[config.mk]
export PLATFORM = sky130hd
export DESIGN_NAME = mdu_ctrl
export DESIGN_NICKNAME = d
export VERILOG_FILES = /design/src/rtl/cpu_pkg.sv /design/src/rtl/hilo_reg.sv /design/src/rtl/mdu_ctrl.sv
export SDC_FILE = /design/constraint.sdc
export NUM_CORES = 1
export LEC_CHECK = 0
export BUFFER_PORTS_ARGS = -buffer_cell sky130_fd_sc_hd__buf_2
export CAP_MARGIN = 20
export CELL_PAD_IN_SITES_DETAIL_PLACEMENT = 0
export CELL_PAD_IN_SITES_GLOBAL_PLACEMENT = 1
export CORE_MARGIN = 2
export CORE_UTILIZATION = 43
export CTS_BUF_LIST = sky130_fd_sc_hd__clkbuf_4 sky130_fd_sc_hd__clkbuf_8
export DETAILED_ROUTE_END_ITERATION = 16
export PLACE_DENSITY_LB_ADDON = 0.1
export SKIP_CTS_REPAIR_TIMING = 1
export SLEW_MARGIN = 5
export SYNTH_ARGS = -nofsm -noshare
export SYNTH_HDL_FRONTEND = slang
export SYNTH_SLANG_ARGS = --single-unit
[constraint.sdc]
create_clock -name clk -period 7.7 [get_ports clk]
set_clock_uncertainty 0.15 [all_clocks]
set_input_delay 0.385 -clock clk [delete_from_list [all_inputs] [get_ports clk]]
set_output_delay 0.385 -clock clk [all_outputs]
set_load 0.02 [all_outputs]
[src/rtl/cpu_pkg.sv]
// Shared CPU types for the multiply/divide unit: operation codes, controller
// FSM states and small operand helpers.
package cpu_pkg;

    typedef enum logic [2:0] {
        MULT  = 3'd0,
        MULTU = 3'd1,
        MADD  = 3'd2,
        MADDU = 3'd3,
        MSUB  = 3'd4,
        MSUBU = 3'd5,
        MTHI  = 3'd6,
        MTLO  = 3'd7
    } mdu_op_t;

    typedef enum logic [1:0] {
        IDLE  = 2'd0,
        ISSUE = 2'd1,
        WAIT  = 2'd2,
        FIX   = 2'd3
    } mdu_state_t;

    function automatic logic is_mul_op(input mdu_op_t op);
        return (op != MTHI) && (op != MTLO);
    endfunction

    function automatic logic is_signed_op(input mdu_op_t op);
        return (op == MULT) || (op == MADD) || (op == MSUB);
    endfunction

    // Two's-complement magnitude; the most negative value maps onto itself,
    // which is exactly 2^31 when read as unsigned.
    function automatic logic [31:0] abs32(input logic [31:0] v);
        return v[31] ? (32'd0 - v) : v;
    endfunction

endpackage

[src/rtl/hilo_reg.sv]
// Architectural HI/LO register pair, written as one 64-bit word.
module hilo_reg (
    input  logic        clk,
    input  logic        resetn,
    input  logic        we,
    input  logic [63:0] wdata,
    output logic [31:0] hi,
    output logic [31:0] lo
);

    logic [63:0] hilo_r;

    // HI/LO storage with synchronous clear
    always_ff @(posedge clk) begin
        if (!resetn) begin
            hilo_r <= 64'd0;
        end else if (we) begin
            hilo_r <= wdata;
        end
    end

    assign hi = hilo_r[63:32];
    assign lo = hilo_r[31:0];

endmodule

[src/rtl/mdu_ctrl.sv]
// Multiply/divide-unit controller: sequences an external unsigned 32x32
// multiplier and applies sign fix-up and HI/LO accumulation.
module mdu_ctrl
    import cpu_pkg::*;
#(
    parameter bit ACC_EN = 1'b1
) (
    input  logic        clk,
    input  logic        resetn,
    input  logic        start,
    input  mdu_op_t     op,
    input  logic [31:0] a,
    input  logic [31:0] b,
    input  logic        flush,
    output logic        busy,
    output logic [31:0] hi,
    output logic [31:0] lo,
    output logic        mul_valid,
    output logic [31:0] mul_a,
    output logic [31:0] mul_b,
    input  logic        mul_done,
    input  logic [63:0] mul_c
);

    mdu_state_t  state_r, state_s;
    mdu_op_t     op_r;
    logic        neg_r;
    logic [31:0] mul_a_r, mul_b_r;
    logic [63:0] prod_r;
    logic        busy_r, mul_valid_r;

    logic [63:0] hilo_s, p_s, fix_data_s, wr_data_s;
    logic        wr_en_s, latch_s, capture_s;

    assign hilo_s = {hi, lo};

    // Product sign restoration and accumulation into the current HI/LO
    always_comb begin
        p_s        = neg_r ? (64'd0 - prod_r) : prod_r;
        fix_data_s = p_s;
        case (op_r)
            MADD, MADDU: begin
                if (ACC_EN) fix_data_s = hilo_s + p_s;
                else        fix_data_s = p_s;
            end
            MSUB, MSUBU: begin
                if (ACC_EN) fix_data_s = hilo_s - p_s;
                else        fix_data_s = p_s;
            end
            default: fix_data_s = p_s;
        endcase
    end

    // Next-state and HI/LO write decode; flush overrides everything
    always_comb begin
        state_s   = state_r;
        wr_en_s   = 1'b0;
        wr_data_s = hilo_s;
        latch_s   = 1'b0;
        capture_s = 1'b0;
        if (flush) begin
            state_s = IDLE;
        end else begin
            case (state_r)
                IDLE: begin
                    if (start && is_mul_op(op)) begin
                        latch_s = 1'b1;
                        state_s = ISSUE;
                    end else if (start) begin
                        wr_en_s   = 1'b1;
                        wr_data_s = (op == MTHI) ? {a, lo} : {hi, a};
                    end else begin
                        state_s = IDLE;
                    end
                end
                ISSUE: state_s = WAIT;
                WAIT: begin
                    if (mul_done) begin
                        capture_s = 1'b1;
                        state_s   = FIX;
                    end else begin
                        state_s = WAIT;
                    end
                end
                FIX: begin
                    wr_en_s   = 1'b1;
                    wr_data_s = fix_data_s;
                    state_s   = IDLE;
                end
                default: state_s = IDLE;
            endcase
        end
    end

    // State, operand latches and registered handshake outputs
    always_ff @(posedge clk) begin
        if (!resetn) begin
            state_r     <= IDLE;
            op_r        <= MULT;
            neg_r       <= 1'b0;
            mul_a_r     <= 32'd0;
            mul_b_r     <= 32'd0;
            prod_r      <= 64'd0;
            busy_r      <= 1'b0;
            mul_valid_r <= 1'b0;
        end else begin
            state_r     <= state_s;
            busy_r      <= (state_s != IDLE);
            mul_valid_r <= (state_s == ISSUE);
            if (latch_s) begin
                op_r    <= op;
                neg_r   <= is_signed_op(op) & (a[31] ^ b[31]);
                mul_a_r <= is_signed_op(op) ? abs32(a) : a;
                mul_b_r <= is_signed_op(op) ? abs32(b) : b;
            end
            if (capture_s) begin
                prod_r <= mul_c;
            end
        end
    end

    hilo_reg u_hilo (
        .clk    (clk),
        .resetn (resetn),
        .we     (wr_en_s),
        .wdata  (wr_data_s),
        .hi     (hi),
        .lo     (lo)
    );

    assign busy      = busy_r;
    assign mul_valid = mul_valid_r;
    assign mul_a     = mul_a_r;
    assign mul_b     = mul_b_r;

endmodule

==> out/qor.yml, run 1 <==
status: "finished clean"
nNetsFinal: 2625
syn_area_per_cell_sq_um: 7.43
core_area_sq_um: 37300
holdWs_ns: 0.0113
p_leak_nw: 8.22
clock_sink_count: 199
final_hold_viol_count: 0
synth_nets: 2386
cts_buffers: 17
vias: 17200
finalInstanceArea_sq_um: 18900
grtUsageMet1_pct: 46.6
first_pass_iters: 5
rsz0062_at_grt: "no"
cts_tree: "yes"
grt_pass1_wl_um: 93300
end_kind: "flip-flop"
postPlaceCellArea_sq_um: 17800
grt.overflow.total: 0
yosysWarnings: 0
setup_viol: 0
worstPathArrival_ns: 7.54
fin_crit_sh_pct: 94.3
slew_headroom_pct: 33.0
ir_drop_mv: 0.128
numPortBuffers: 265
first_iter_violations: 1379
grt-busiest-layer: "met1"
htree_num_levels: 4
die_h_um: 198
die_area_sq_um: 39200
wl_per_cell_um: 21.4
remaining_drc_errors: 0
ys_ff_latch: 199
grt_antenna_before_repair: 1
die_w_um: 198
synth-edff-count: 0
switching_share_pct: 40.5
hp-class: "primary input to flip-flop"
cts_root_buf: "clkbuf_8"
seq_power_share_pct: 34.3
postLayoutCoreUtil_pct: 50.8
seq_area_sq_um: 3990
drv_slew: 0
power_switching_mw: 1.28
layout_common_cells: "nand2_1 (265), buf_2 (265), a21oi_1 (232)"
ant_nets: 0
ys_types: 84
drv_cap: 0
critPathKind: "flip-flop to flip-flop"
multiInputGateArea_sq_um: 11500
synthArstFlopShare_pct: 0
start_util_pct: 43.3
final.fill_count: 3786
setup_tns_ns: 0
grt_pass1_vias: 15200
drive_gt1_share_pct: 16.2
cp.required_ns: 7.97
via_per_inst: 5.92
cp-start-kind: "flip-flop"
clkTransAtPathRegs_ns: 0.11
dp_hpwl_um: 47100
fin_crit_ns: 7.26
syn_area_sq_um: 16200
fmax_mhz: 138
num_rows: 71
drt_wl_total_um: 62300
grt_max_degree: 95
combPwrFrac_pct: 42.0
dp_slack_ns: 0.378
insertion_delay_ns: 0.55
gr-usage-met2_pct: 45.1
synth_flop_cell: "dfxtp_1"
grt_use_total_pct: 31.1
crit_fanout: 10
fin_ws_ns: 0.439
io_pins: 266
seq_area_frac_synth_pct: 24.6
p_int_mw: 1.88
power.density_nw_per_um2: 167
grtUsageMet3_pct: 6.06
syn2layout_area_growth_pct: 17.2
synthCells: 2177
clkPwrFrac_pct: 23.7
cts_buffer_depth: 2
finalWeightedCongestion: 0.924
worstMarginPinSlew_ns: 1.01
==> power groups by stage <==
stage               sequential [mW]  combinational (mW)  clock [mW]
floorplan                      1.14               0.871           0
global placement               1.10                1.28           0
detailed placement             1.11                1.26           0
CTS                            1.08                1.27       0.768
global route                   1.09                1.45       0.802
finish                         1.08                1.33       0.748
==> registers in the layout (all words and copies together), names as in the netlist <==
register	cells
busy	1
mul_a	32
mul_b	32
mul_valid	1
neg_r	1
op_r	2
prod_r	64
state_r	2
u_hilo.hilo_r	64
==> routing by layer <==
metal / routed length [um] / vias to the layer above
li1: - / 8413
met1: 30100 / 8047
met2: 25700 / 670
met3: 5250 / 63
met4: 1240 / 0
met5: 0 / -
==> worst paths after layout <==
path                   from                end  slack (ns)  depth (start not counted)
hold / removal        b[19]          mul_b[19]        0.01                          3
setup reg to reg  prod_r[0]  u_hilo.hilo_r[60]        0.44                         27
hold reg to reg   mul_b[30]          mul_b[30]        0.31                          2
setup / recovery  prod_r[0]  u_hilo.hilo_r[60]        0.44                         27
==> logic make-up (layout without fill, tap and decap cells) <==
| kind of cell | after synthesis | in the layout | synth area share (%) |
|---|---|---|---|
| buffers and inverters | 190 | 442 | 4.56 |
| xor gates and xnor gates | 233 | 233 | 12.7 |
| adders and majority gates | 73 | 73 | 5.70 |
| other | 0 | 2 | 0 |
| AOI/OAI and AO/OA | 697 | 697 | 28.2 |
| DFF | 199 | 199 | 24.6 |
| and+or+nand+nor | 757 | 757 | 22.5 |
| muxes | 28 | 28 | 1.75 |
==> Yosys cell counts, drive strengths merged, types with 27 or more instances <==
cell    number  area [sq um]
a211oi      63           473
a21o        41           308
a21oi      232          1160
a221oi      44           385
a31oi       32           200
clkbuf     124           465
dfxtp      199          3980
ha          72           901
inv         41           154
nand2      265           995
nand3       40           205
nor2       195           732
nor3        68           355
nor4        27           233
o21ai      134           671
o31ai       38           295
o41ai       27           338
or3         31           194
xnor2      109           955
xor2       124          1100
==> through the flow <==
step	std cells	total power, mW
after floorplan	2177	2.01
after global routing	2903	3.34
after global placement	2798	2.38
final	2905	3.16
after detailed placement	2798	2.37
after CTS	2830	3.12
==> layout make-up <==
cell class / instances / area share, %
clock inverter: 14 / 0.852
antenna: 2 / 0.0264
clock buffer: 18 / 1.31
inverter: 41 / 0.826
sequential: 199 / 21.0
tap: 474 / 3.13
multi-input combinational: 1788 / 60.7
timing repair buffer: 369 / 12.1
==> worst max-delay path, stage by stage, from the launching register on <==
cell and delay, ns:
dfxtp_1 0.42, inv_1 0.12, ha_1 0.23, or3b_1 0.49, or3_1 0.57, o41ai_1 0.38, xor2_1 0.35, and2_1 0.25
and4bb_1 0.26, nand2_1 0.08, nor2_1 0.38, buf_4 0.21, a21oi_1 0.09, xor2_1 0.20, ha_1 0.41, a21o_1 0.22
a21o_1 0.17, a21oi_1 0.17, o21ai_0 0.15, a221oi_2 0.40, o21ai_0 0.15, a21oi_1 0.13, buf_4 0.16, o41ai_1 0.11
buf_4 0.17, a221oi_1 0.39, mux2i_1 0.23, a211oi_1 0.08
No activity file was read; power rests on OpenSTA's default activity.
==> inputs of run 2 (changes only) <==
CORE_UTILIZATION = 30   (was 43)
==> out/qor.yml, run 2 (synthesis results as in run 1) <==
rrSetupSlack_ns: 0.48
grt_pass1_vias: 16000
p_int_mw: 1.93
multiInputGateArea_sq_um: 11500
io_pins: 266
postPlaceCellArea_sq_um: 18200
drv_cap: 0
clkTransAtPathRegs_ns: 0.13
status: "finished with violations"
dp_hpwl_um: 54600
worstMarginPinSlew_ns: 1.06
hp-start: "b[20]"
holdWs_ns: -0.00189
slew_headroom_pct: 28.6
cts_tree: "yes"
finalInstanceArea_sq_um: 19600
clock_sink_count: 199
drive_gt1_share_pct: 16.6
cp-start-kind: "flip-flop"
path_buf_inv: 3
first_pass_iters: 5
dp_cells: 3034
remaining_drc_errors: 0
critPathKind: "flip-flop to flip-flop"
switching_share_pct: 41.3
nNetsFinal: 2657
cts_root_buf: "clkbuf_8"
r2r_end: "u_hilo.hilo_r[60]"
slowest_delay_ns: 0.57
grt_antenna_before_repair: 2
core_area_sq_um: 53500
vias: 17200
worstPathArrival_ns: 7.54
end_kind: "flip-flop"
layout_common_cells: "nand2_1 (265), buf_2 (265), a21oi_1 (232)"
final_hold_viol_count: 2
cp.required_ns: 8.02
wl_per_cell_um: 22.4
die_h_um: 236
ant_nets: 0
drt_wl_total_um: 70700
holdPathEnd: "mul_b[20]"
fin_crit_sh_pct: 93.8
hp-class: "primary input to flip-flop"
setup_viol: 0
seq_power_share_pct: 33.0
cts_buffer_depth: 2
die_area_sq_um: 55800
grt_max_degree: 76
insertion_delay_ns: 0.59
reg2regPathDepth: 26
r2r_start: "prod_r[0]"
critPathSlowestCell: "or3_1"
start_util_pct: 30.2
crit_top_cell: "a21oi_1"
numPortBuffers: 265
power_switching_mw: 1.36
p_leak_nw: 8.37
ir_drop_mv: 0.136
grt_pass1_wl_um: 104000
finalWeightedCongestion: 0.925
cts_buffers: 17
fin_crit_ns: 7.22
final.fill_count: 5773
drv_slew: 0
violations: "hold timing"
total_power_mw: 3.29
num_rows: 85
fmax_mhz: 138
htree_num_levels: 4
die_w_um: 236
postLayoutCoreUtil_pct: 36.6
path_delay_family: "compound AO/OA/AOI/OAI gates"
syn2layout_area_growth_pct: 21.0
clkPwrFrac_pct: 25.5
via_per_inst: 5.45
grt.overflow.total: 0
crit_fanout: 10
instances_no_fill: 3158
combPwrFrac_pct: 41.5
top_regs: "prod_r: 64 flops, u_hilo.hilo_r: 64 flops"
hold_depth: 3
power.density_nw_per_um2: 168
grt_use_total_pct: 24.8
seq_area_sq_um: 3990
first_iter_violations: 1171
## run 2: stage by stage
step	setup TNS (ns)	setup WS (ns)
floorplan	0	1.31
global placement	0	0.597
detailed placement	0	0.365
CTS	0	0.341
global route	-0.00442	-0.00442
finish	0	0.478
## run 2: power by group through the flow
| stage | combinational [mW] | sequential (mW) | clock [mW] |
|---|---|---|---|
| floorplan | 0.871 | 1.14 | 0 |
| global placement | 1.32 | 1.11 | 0 |
| detailed placement | 1.31 | 1.11 | 0 |
| CTS | 1.31 | 1.08 | 0.871 |
| global route | 1.49 | 1.09 | 0.899 |
| finish | 1.36 | 1.08 | 0.840 |
## run 2: area by class of cell
cell class,count,share of cell area [%]
clock buffers,17,1.20
well taps,696,4.45
repair buffers,401,13.1
inverters,41,0.800
flip-flops and latches,199,20.4
diodes,1,0.0128
clock inverters,15,1.21
multi-input cells,1788,58.8
## run 2: layer usage
metal | vias up | GRT usage [%] | routed length (um)
met5 | - | 0 | 0
met4 | 0 | 6.50 | 1350
met3 | 50 | 5.03 | 4060
met2 | 479 | 37.8 | 30800
met1 | 8201 | 35.5 | 34500
li1 | 8487 | - | -
## run 2: tightest hold or removal path: cells and delay by family
family          cells  cell delay [ns]
xor+xnor            1             0.13
buf+inv             1             0.11
compound gates      1             0.08
## run 2: worst max-delay path by stage
stage	start	end	slack (ns)	depth (start not counted)
after floorplan	prod_r[0]	u_hilo.hilo_r[63]	1.31	29
after global placement	prod_r[0]	u_hilo.hilo_r[61]	0.60	26
after detailed placement	prod_r[0]	u_hilo.hilo_r[61]	0.36	26
after CTS	prod_r[0]	u_hilo.hilo_r[61]	0.34	26
after global routing	prod_r[0]	u_hilo.hilo_r[63]	-0.004	26
final	prod_r[0]	u_hilo.hilo_r[60]	0.48	26
